--- src/rtl/strided_read_pkg.sv ---
// Shared types for the strided read accumulator: FSM encoding and AXI response codes.
package strided_read_pkg;

  typedef enum logic [1:0] {
    ST_IDLE  = 2'd0,
    ST_RUN   = 2'd1,
    ST_DRAIN = 2'd2,
    ST_DONE  = 2'd3
  } srd_state_t;

  localparam logic [1:0] AXI_RESP_OKAY = 2'b00;

endpackage

--- src/rtl/strided_read_accumulator_lane_reducer.sv ---
// Sums all unsigned LANE_BITS lanes of a data word into a SUM_BITS result (mod 2^SUM_BITS).
module lane_reducer #(
  parameter int DATA_BITS = 64,
  parameter int LANE_BITS = 16,
  parameter int SUM_BITS  = 32
) (
  input  logic [DATA_BITS-1:0] data_i,
  output logic [SUM_BITS-1:0]  sum_o
);

  localparam int LANES = DATA_BITS / LANE_BITS;

  // Each lane is zero-extended before it joins the sum.
  always_comb begin
    sum_o = '0;
    for (int i = 0; i < LANES; i++) begin
      sum_o = sum_o + SUM_BITS'(data_i[i*LANE_BITS +: LANE_BITS]);
    end
  end

endmodule

--- src/rtl/strided_read_accumulator.sv ---
// Issues AXI reads over base + i*stride, keeps up to MAX_OUTSTANDING in flight,
// and accumulates the lane sum of every OKAY beat returned.
module strided_read_accumulator
  import strided_read_pkg::*;
#(
  parameter int ADDR_BITS       = 17,
  parameter int DATA_BITS       = 64,
  parameter int LANE_BITS       = 16,
  parameter int CNT_BITS        = 16,
  parameter int MAX_OUTSTANDING = 4,
  parameter int SUM_BITS        = 32
) (
  input  logic                 clock,
  input  logic                 reset,
  input  logic                 start,
  input  logic [ADDR_BITS-1:0] cfg_base,
  input  logic [ADDR_BITS-1:0] cfg_stride,
  input  logic [CNT_BITS-1:0]  cfg_count,
  output logic                 busy,
  output logic                 done,
  output logic                 err,
  output logic [SUM_BITS-1:0]  sum,
  input  logic                 axi_arready,
  output logic                 axi_arvalid,
  output logic [ADDR_BITS-1:0] axi_araddr,
  output logic                 axi_rready,
  input  logic                 axi_rvalid,
  input  logic [DATA_BITS-1:0] axi_rdata,
  input  logic [1:0]           axi_rresp,
  output logic [1:0]           dbg_state
);

  localparam int OUT_BITS = $clog2(MAX_OUTSTANDING + 1);
  localparam logic [OUT_BITS-1:0] OUT_MAX = OUT_BITS'(MAX_OUTSTANDING);

  // Handshakes: a transfer happens on a rising clock edge where valid and ready
  // are both high. arvalid/araddr never change while arvalid && !arready;
  // rready is simply high whenever the block is in RUN or DRAIN.

  srd_state_t state_q, state_d;
  logic [ADDR_BITS-1:0] stride_q;
  logic [ADDR_BITS-1:0] addr_q, addr_d;
  logic [CNT_BITS-1:0]  count_q;
  logic [CNT_BITS-1:0]  issued_q, issued_d;
  logic [CNT_BITS-1:0]  received_q, received_d;
  logic [OUT_BITS-1:0]  outstanding_q, outstanding_d;
  logic [SUM_BITS-1:0]  sum_q, sum_d;
  logic [SUM_BITS-1:0]  beat_sum;
  logic                 err_q, err_d;
  logic                 busy_q, done_q;
  logic                 start_ok, ar_hs, r_hs, r_expected;

  lane_reducer #(
    .DATA_BITS (DATA_BITS),
    .LANE_BITS (LANE_BITS),
    .SUM_BITS  (SUM_BITS)
  ) u_lane_reducer (
    .data_i (axi_rdata),
    .sum_o  (beat_sum)
  );

  // arvalid depends only on registered state, so once raised it can only drop
  // after the handshake that bumps issued_q.
  assign axi_arvalid = (state_q == ST_RUN) && (issued_q < count_q) && (outstanding_q < OUT_MAX);
  assign axi_araddr  = addr_q;
  assign axi_rready  = (state_q == ST_RUN) || (state_q == ST_DRAIN);

  assign start_ok   = start && ((state_q == ST_IDLE) || (state_q == ST_DONE));
  assign ar_hs      = axi_arvalid && axi_arready;
  assign r_hs       = axi_rvalid && axi_rready;
  // A beat arriving with nothing in flight is only legitimate if an AR lands the same cycle.
  assign r_expected = r_hs && ((outstanding_q != '0) || ar_hs);

  always_comb begin
    state_d       = state_q;
    addr_d        = addr_q;
    issued_d      = issued_q;
    received_d    = received_q;
    outstanding_d = outstanding_q;
    sum_d         = sum_q;
    err_d         = err_q;

    if (ar_hs) begin
      addr_d   = addr_q + stride_q;
      issued_d = issued_q + 1'b1;
    end

    if (ar_hs && !r_expected) begin
      outstanding_d = outstanding_q + 1'b1;
    end else if (!ar_hs && r_expected) begin
      outstanding_d = outstanding_q - 1'b1;
    end

    if (r_expected) begin
      received_d = received_q + 1'b1;
      if (axi_rresp == AXI_RESP_OKAY) begin
        sum_d = sum_q + beat_sum;
      end else begin
        err_d = 1'b1;
      end
    end else if (r_hs) begin
      err_d = 1'b1;
    end

    case (state_q)
      ST_IDLE, ST_DONE: begin
        if (start_ok) begin
          state_d    = (cfg_count == '0) ? ST_DONE : ST_RUN;
          addr_d     = cfg_base;
          issued_d   = '0;
          received_d = '0;
          sum_d      = '0;
          err_d      = 1'b0;
        end
      end
      ST_RUN: begin
        if (issued_d == count_q) state_d = ST_DRAIN;
      end
      ST_DRAIN: begin
        if (outstanding_d == '0) state_d = ST_DONE;
      end
      default: state_d = ST_IDLE;
    endcase
  end

  always_ff @(posedge clock or posedge reset) begin
    if (reset) begin
      state_q       <= ST_IDLE;
      stride_q      <= '0;
      addr_q        <= '0;
      count_q       <= '0;
      issued_q      <= '0;
      received_q    <= '0;
      outstanding_q <= '0;
      sum_q         <= '0;
      err_q         <= 1'b0;
      busy_q        <= 1'b0;
      done_q        <= 1'b0;
    end else begin
      state_q       <= state_d;
      addr_q        <= addr_d;
      issued_q      <= issued_d;
      received_q    <= received_d;
      outstanding_q <= outstanding_d;
      sum_q         <= sum_d;
      err_q         <= err_d;
      busy_q        <= (state_d == ST_RUN) || (state_d == ST_DRAIN);
      done_q        <= (state_d == ST_DONE);
      if (start_ok) begin
        stride_q <= cfg_stride;
        count_q  <= cfg_count;
      end
    end
  end

  assign busy      = busy_q;
  assign done      = done_q;
  assign err       = err_q;
  assign sum       = sum_q;
  assign dbg_state = state_q;

  a_outstanding_max: assert property (@(posedge clock) disable iff (reset)
    outstanding_q <= OUT_MAX);
  a_ar_stable: assert property (@(posedge clock) disable iff (reset)
    (axi_arvalid && !axi_arready) |=> (axi_arvalid && $stable(axi_araddr)));
  a_recv_le_issued: assert property (@(posedge clock) disable iff (reset)
    received_q <= issued_q);

endmodule

--- config.mk ---
export PLATFORM = sky130hd
export DESIGN_NAME = strided_read_accumulator
export DESIGN_NICKNAME = d
export VERILOG_FILES = /design/src/rtl/strided_read_pkg.sv /design/src/rtl/strided_read_accumulator_lane_reducer.sv /design/src/rtl/strided_read_accumulator.sv
export SDC_FILE = /design/constraint.sdc
export NUM_CORES = 1
export LEC_CHECK = 0
export ABC_AREA = 1
export ABC_CLOCK_PERIOD_IN_PS = 4600
export CORE_ASPECT_RATIO = 0.8
export CORE_MARGIN = 2
export CORE_UTILIZATION = 53
export CTS_CLUSTER_DIAMETER = 60
export CTS_CLUSTER_SIZE = 8
export DETAILED_ROUTE_END_ITERATION = 8
export PLACE_DENSITY = 0.9
export SLEW_MARGIN = 25
export SYNTH_ARGS = -nofsm -noshare
export SYNTH_HDL_FRONTEND = slang
export SYNTH_SLANG_ARGS = --single-unit
export TNS_END_PERCENT = 30
--- constraint.sdc ---
create_clock -name clock -period 4.6 [get_ports clock]
set_input_delay 0.46 -clock clock [delete_from_list [all_inputs] [get_ports clock]]
set_output_delay 0.46 -clock clock [all_outputs]
set_load 0.1 [all_outputs]
== Word level (Yosys, flattened, before mapping) ==
Cells that the tools add are included.
Storage, ports and cells
  register bits: 106
  bits of input ports: 121
  logic and storage cells: 69
Operators by class
  add/subtract/negate cells: 8
  $lt $le $gt $ge: 2
  eq/ne operators: 7
  mux-type cells: 22
  reduce and logical (&&, ||, !) cells: 20
Operators with widths (count)
  32-bit two-way mux: 4
  32-bit by 16-bit adder with 32-bit output: 2
  17-bit two-way mux: 3
  16-bit two-way mux: 3
  32-bit adder: 1
  16-bit by 16-bit adder with 17-bit output: 1
  17-bit adder: 1
  16-bit by 1-bit adder with 16-bit output (second input constant): 1
  16-bit == test: 1
  16-bit logical NOT: 1
  16-bit less-than comparator: 1
  2-bit == test (second input constant): 4
  1-bit logical AND: 8
  2-bit two-way mux: 4
  3-bit two-way mux: 2
  2-bit one-hot mux with 3 select lines: 1
  1-bit two-way mux: 5
  2-bit by 1-bit == test with 1-bit output (second input constant): 2
  2-bit logical NOT: 2
  1-bit logical OR: 4
  3-bit by 1-bit adder with 3-bit output (second input constant): 1
  3-bit logical NOT: 1
  3-bit less-than comparator (second input constant): 1
  3-bit nonzero test: 1
  3 further kinds: 4

== Longest topological paths before layout ==
  word-level depth: 14
  depth in mapped cells: 30

== Hierarchy ==
From an unflattened synthesis, not the netlist that was laid out.
Unflattened totals
  cells, all modules: 1326
  area, all modules: 9594.2 sq um
Modules (own cells, without submodules)
  strided_read_accumulator: instances 1, cells an instance 1006, area an instance 7538.5 sq um
  lane_reducer: instances 1, cells an instance 320, area an instance 2055.7 sq um

== Least setup slack after synthesis ==
Ideal clock, no wire load.
  kind: input-to-reg
  from: in axi_rdata[0]
  to: reg sum_q[29], in the netlist sum[29]
  library setup time: 0.133 ns
  arrival time: 4.831 ns
  data required time: 4.467 ns
  setup slack: -0.364 ns
  stages: 30
  path through: ha_1 -> inv_1 -> fa_1 -> nand3b_1 -> and2_1 -> o41ai_1 -> nand2_1 -> nand2_1 -> nand2_1 -> nand2_1 -> nand3_1 -> nand2_1 -> nand3_1 -> nand2_1 -> xor2_1 -> fa_1 -> inv_1 -> fa_1 -> inv_1 -> ha_1 -> a21oi_1 -> o21ai_0 -> a21oi_1 -> o21ai_1 -> a21oi_2 -> inv_1 -> nand4_1 -> nor2_1 -> nor2_1 -> nor3_1
Between the ends
  longest elaborated chain between the ends: 8
Ends and longest elaborated chain
  from (decl): RTL line strided_read_accumulator.sv:28  | input logic [DATA_BITS-1:0] axi_rdata,
  16-bit by 16-bit adder with 17-bit output (*): RTL line strided_read_accumulator_lane_reducer.sv:17  | sum_o = sum_o + SUM_BITS'(data_i[i*LANE_BITS +: LANE_BITS]);
  32-bit by 16-bit adder with 32-bit output (*) (2 in a row): RTL line strided_read_accumulator_lane_reducer.sv:17
  32-bit adder (*): RTL line strided_read_accumulator.sv:97  | sum_d = sum_q + beat_sum;
  32-bit two-way mux (*): RTL line strided_read_accumulator.sv:96  | if (axi_rresp == AXI_RESP_OKAY) begin
  32-bit two-way mux (*): RTL line strided_read_accumulator.sv:94  | if (r_expected) begin
  32-bit two-way mux: RTL line strided_read_accumulator.sv:107  | if (start_ok) begin
  32-bit two-way mux (*): RTL line strided_read_accumulator.sv:105  | case (state_q)
  via sum_d[29]: RTL line strided_read_accumulator.sv:47  | logic [SUM_BITS-1:0] sum_q, sum_d;
  to (signal assigned): RTL line strided_read_accumulator.sv:145  | sum_q <= sum_d;
  to (decl): RTL line strided_read_accumulator.sv:47
Mark *: on every way through the listed nets, which the timed path passes. The rest lies on a longest branch.
A chain may end at the register's enable or synchronous reset.

== Worst setup path after layout ==
  from: in axi_rdata[0]
  to: reg sum_q[26], in the netlist sum[26]
The elaborated chain is that of the path after synthesis.

==> reports/results.tsv <==
stage	metric	value	unit
die	core area	16400	sq um
die	Vert. Die Dim	119	um
clocking	htree depth	3	
setup_path	Worst Setup Start Kind	input port	
route	vias	8629	
setup_path	CP Capture Type	register	
route	Vias per Instance	5.41	
pwr	VDD IR max	626	uV
final_layout	area of the multi-input gates	5680	sq um
run	Max Cap Violations	0	
yosys	number of enable flip-flop cells after synthesis	0	
route	final antenna-violating net count	0	
yosys	ys async rst share	100	%
final_layout	layout cell share with drive strength beyond 1	15.9	%
clocking	hold buffers post-CTS	0	
place	placed inst area	11200	sq um
route	routed length per instance	15.7	um
die	Cell Rows	42	
clocking	clk slew on worst S/H paths	0.08	ns
final_layout	final core utilization	73.0	%
yosys	share of the synthesized area in the top cell type	30.2	%
route	DR iter-0 viols	468	
timing	Final min period	4.88	ns
pwr	PD cells	760	nW/um^2
grt	first-pass GRT wire length	40100	um
yosys	post-synth top area cell	dfrtp_1	
yosys	Yosys cell types	52	
final_layout	fillers	1166	
final_layout	ANT cells	0	
yosys	predominant post-synthesis flop cell	dfrtp_1	
route	DRC	0	
final_layout	Storage cell area	2650	sq um
final_layout	post-route cell area	12000	sq um
yosys	register area share after synthesis	30.2	%
clocking	cts bufs inserted	9	
route	1st-pass router iterations	5	
status	failing checks	negative setup slack	
final_layout	fin nets	1600	
setup_path	WP data required	4.86	ns
die	Initial Util	53.5	%
clocking	CTS tree	done	
setup_path	Max FO, Critical Path	4	
setup_path	crit path max-delay cell type	fa_1	
yosys	Commonest cells post-synth	nand2_1, inv_1, a21oi_1, dfrtp_1, nor2_1	
yosys	largest family of logic cells by synthesized area	simple AND/OR/NAND/NOR gates	
yosys	Compound-Gate Fraction of Synth Area	13.2	%
place	DP HPWL	17600	um
timing	Slew HR	29.5	%
timing	Worst Tran Pin Value	1.05	ns
yosys	most frequent cell after synthesis	nand2_1	
clocking	clock buffer depth	2	
clocking	Root Driver	clkbuf_16	
timing	Hold Worst Slack	0.500	ns
yosys	mux cell area share after synthesis	0	%
grt	vias in the first global route	8457	
yosys	Synth Area in Adders	18.6	%
timing	RSZ-0062 raised after global routing	yes	
worst_hold_path	Worst Hold Class	register to register	
yosys	yosys warns	0	
yosys	post-synthesis xor/xnor area fraction	5.49	%
timing	FMAX	0.205	GHz
setup_path	crit-path most repeated cell	nand2_2	
timing	final hold violations	0	
die	Ports	177	
die	die width	148	um
clocking	Clock Latency Late Sink	0.36	ns
setup_path	Crit Path Category	input port to register	
place	Routability Congestion	0.937	
place	pre-CTS WS	-1.09	ns
clocking	CTS sink count	106	
die	die area	17600	sq um
yosys	post-synthesis simple-gate area fraction	22.9	%
yosys	Mapped Area	8780	sq um
final_layout	Area Growth Syn to Fin	36.4	%
place	# port buffers	176	
grt	largest net degree at the start of global routing	85	
status	status	finished with violations	
grt	initial antenna violation count	0	
timing	Slew Limit Fails	0	
yosys	syn_nets	1360	
timing	Fin Setup TNS	-2.41	ns
setup_path	slowest stage delay, CP	0.54	ns
yosys	Area contributors post-synth	dfrtp_1, ha_1, nand2_1, fa_1, inv_1	
timing	Final Cycle Share	106	%
timing	final setup fails	14	
yosys	Syn Inst Count	1129	
route	Detailed Route WL	25000	um
yosys	Seq cells post-synth	106	
timing	final worst setup slack	-0.280	ns
yosys	Synth Area per Inst	7.78	sq um
grt	gr usage total	27.8	%
grt	GRT Residual Overflow	0	
timing	Worst Skew	0.0157	ns
pwr	cell leakage power	0.00585	uW
setup_path	Arr. time, crit path	5.14	ns
[flip-flops by register name, indices dropped and copies added (netlist names)]
register	count
stride_q	17
outstanding_q	3
dbg_state	2
done	1
axi_araddr	17
busy	1
sum	32
err	1
count_q	16
issued_q	16
[cells in the final DEF (no fill, tap or decap), drive strengths merged, types with 3 or more instances in the layout]
cell type / instances
dlygate4sd2: 12
xor2: 40
clkbuf: 10
xnor2: 15
o21ai: 63
fa: 34
a211oi: 7
o21a: 5
buf: 86
nand3: 50
dfrtp: 106
a31oi: 6
nor3: 18
ha: 76
clkdlybuf4s50: 159
nor2: 85
nand4: 25
nor4: 3
nand2: 256
inv: 182
a21oi: 111
[path summary, 6_finish.rpt]
check	start	end	slack (ns)	cells past startpoint
hold reg to reg	stride_q[9]	stride_q[9]	0.50	2
max in group asynchronous	reset	count_q[0]	3.15	3
setup reg to reg	sum[1]	sum[25]	0.86	18
hold / removal	stride_q[9]	stride_q[9]	0.50	2
setup / recovery	axi_rdata[0]	sum[26]	-0.28	31
min in group asynchronous	reset	done	0.63	2
[metrics by stage]
stage / total power (uW) / cells
final: 9100 / 1594
after global routing: 9770 / 1594
after CTS: 8750 / 1586
after detailed placement: 7680 / 1557
after global placement: 7430 / 1557
after floorplan: 5960 / 1129
[layer usage]
metal	routed length [um]	up-vias	track usage (%)
met4	666	0	7.80
met5	0	-	0
li1	-	4139	-
met3	1370	53	4.41
met2	12500	308	48.1
met1	10500	4129	36.3
[power breakdown]
group	internal (uW)	switching, uW
clock	433	380
sequential	1280	292
combinational	2550	4170
total	4260	4840
[critical path, delay by kind of cell]
kind                     cells  cell delay (ns)
XOR/XNOR                     1             0.07
AND/OR/NAND/NOR             14             1.49
buffers and inverters        6             0.47
AO/OA/AOI/OAI                5             0.84
adder cells (fa/ha/maj)      5             1.83
[cell families (layout without fill, tap and decap cells)]
family	Yosys count	after routing
fa+ha+maj	110	110
flops	106	106
compound gates	207	207
buf+inv	208	453
simple gates	443	443
xor+xnor	55	55
[what timing repair did]
item / CTS / global route
setup endpoints to repair: 21 / 19
pin swaps: 51 / 34
resized for setup: 69 / 34
setup buffers: 13 / 8
gates cloned: 0 / 0
[layout make-up]
type	count	share of cell area, %
Sequential cell	106	22.2
Tap cell	220	2.30
Clock buffer	9	1.88
Inverter	178	5.62
Clock inverter	7	0.679
Timing Repair Buffer	259	19.9
Multi-Input combinational cell	815	47.4
No activity file was read; power rests on OpenSTA's default activity.
==> variant (same settings) <==
The parameter `MAX_OUTSTANDING` goes from 4 to 8.
--- a/src/rtl/strided_read_accumulator.sv
+++ b/src/rtl/strided_read_accumulator.sv
@@ -8,5 +8,5 @@
   parameter int LANE_BITS       = 16,
   parameter int CNT_BITS        = 16,
-  parameter int MAX_OUTSTANDING = 4,
+  parameter int MAX_OUTSTANDING = 8,
   parameter int SUM_BITS        = 32
 ) (
Behaviour: same outputs for any inputs over 4 cycles, from zero or initial values and one cycle with reset high; that may be too few to reach the edited logic, so the function may still have changed.
==> variant against the unedited design <==
The flow still finishes with violations (negative setup slack). Area after synthesis fell by 0.46%. Wire length is 5.5% higher. Final area is 1.1% higher. Global-route usage up 0.45 points. Sequential cell count grew 1. First-iteration DRC count increased by 31%. Worst setup slack improved by 0.18 ns. Highest routed layer unchanged.
Power is left out: the tool's default activity adds up to more than one toggle a clock period on the data nets, which glitch-free logic cannot reach.
==> variant: results (changes against the unedited design) <==
outcome:
  status: "finished with violations"
  violations: "negative setup slack"
global_routing:
  grt_usage_pct: 28.2  # +0.45 points
  antenna_found_initial: 0  # unchanged
  grt_pass1_wl_um: 40500  # +0.82%
  grtUsageMet2_pct: 47.9  # -0.17 points
  use_met3_pct: 4.10  # -0.31 points
  grtUsageMet1_pct: 37.4  # +1.1 points
  grt_pass1_vias: 8620  # +1.9%
  grt_max_degree: 70  # -18%
routing:
  met2_length_um: 12700  # +1.6%
  firstDrtPassIters: 5  # unchanged
  drt-total-wl_um: 26400  # +5.5%
  wl_met1_um: 11000  # +5.3%
  initialDrtViolationCount: 613  # +31%
  top_layer_used: "met4"
  dr_wl_met3_um: 1580  # +15%
  vias_per_cell: 5.47  # +0.99%
critical_path:
  critPathMaxStageDelay_ns: 0.50  # -0.04 ns
  cp_slowest_cell: "fa_1"
  cp.arrival_ns: 4.94  # -0.20 ns
  cp_max_fo: 3  # -1
  r2r-end: "sum[15]"
  reg2reg_from: "sum[1]"
  r2r_slack_ns: 0.73  # -0.13 ns
  ff2ff_path_depth: 16  # -2
logic_synthesis:
  synth_cell_types: 45  # -13%
  yosysWarnings: 0  # unchanged
  seq_area_frac_synth_pct: 30.6  # +0.42 points
  syn_nets: 1387  # +2.0%
  async_flop_share_pct: 100  # unchanged
  ys_top_cells_by_count: "nand2_1 (261), inv_1 (185), a21oi_1 (114)"
  synth.top_cells.by_area: "dfrtp_1 (31%), nand2_1 (11%), ha_1 (11%)"
timing:
  tightestPinTransition_ns: 1.04  # -0.0167 ns
  setup_slack_ns: -0.0992  # +0.181 ns
  clock_skew_ns: 0.0118  # -0.00392 ns
  setup_tns_ns: -0.227  # +2.18 ns
  setup_viol: 6  # -8
clocking:
  cts_made_buffers: 9  # unchanged
  cts_root_buf: "clkbuf_16"
  worst_skew_pair.late_latency_ns: 0.35
  path_clk_slew_ns: 0.07
  cts_buffer_depth: 2  # unchanged
final_layout:
  nNetsFinal: 1635  # +2.2%
  layout-drive-gt1-share_pct: 15.5  # -0.41 points
  largest_reg_flops: 32  # unchanged
  diodes: 0  # unchanged
placed_design:
  routabilityCongestion: 0.887  # -5.4%
  dpl.hpwl_um: 17800  # +1.1%
  port_buffers: 176  # unchanged
min_path:
  hold_path.class: "in2async"
[variant: worst max-delay path by stage]
stage,from,to,slack (ns)
final,axi_rdata[18],sum[29],-0.1
after global routing,axi_rdata[18],sum[24],-0.34
after CTS,axi_rdata[18],sum[31],0.04
after detailed placement,axi_rdata[2],sum[23],-0.85
after global placement,axi_rdata[2],sum[23],-0.74
after floorplan,axi_rdata[3],sum[23],0.002
[variant: logic make-up after synthesis]
group	synth area share, %
simple gates	22.2
buf+inv	9.55
compound gates	13.3
fa+ha+maj	18.5
flops	30.6
xor+xnor	5.81
[variant: worst register-to-register path, stage by stage (launching register included)]
cell      delay (ns)
dfrtp_1         0.35
inv_1           0.08
fa_1            0.55
inv_1           0.06
fa_1            0.45
ha_1            0.24
fa_1            0.40
a21oi_1         0.17
o21bai_2        0.09
a21oi_1         0.15
o21bai_1        0.14
a21boi_2        0.25
buf_4           0.17
o21a_1          0.19
o221ai_1        0.17
xnor2_1         0.21
a21oi_1         0.09
[variant: layout make-up]
class | count | area, um2
tap | 215 | 269
fill | 1097 | 3850
sequential | 107 | 2680
clock inverter | 6 | 48.8
multi-input combinational | 833 | 5770
timing repair buffer | 265 | 2390
clock buffer | 10 | 239
inverter | 189 | 713
[variant: repair_timing]
action	in CTS	in global routing
setup buffers	18	9
pin swaps	36	54
setup endpoints to repair	20	18
resized for setup	61	94
[variant: metrics by stage]
stage	cells	setup WS (ns)	instance area [um2]	hold WS, ns
finish	1625	-0.0992	12100	0.408
CTS	1616	0.0411	11800	0.409
global route	1625	-0.343	12100	0.438
detailed placement	1582	-0.847	11200	0.473
global placement	1582	-0.742	11200	0.457
floorplan	1157	0.00168	8840	0.453
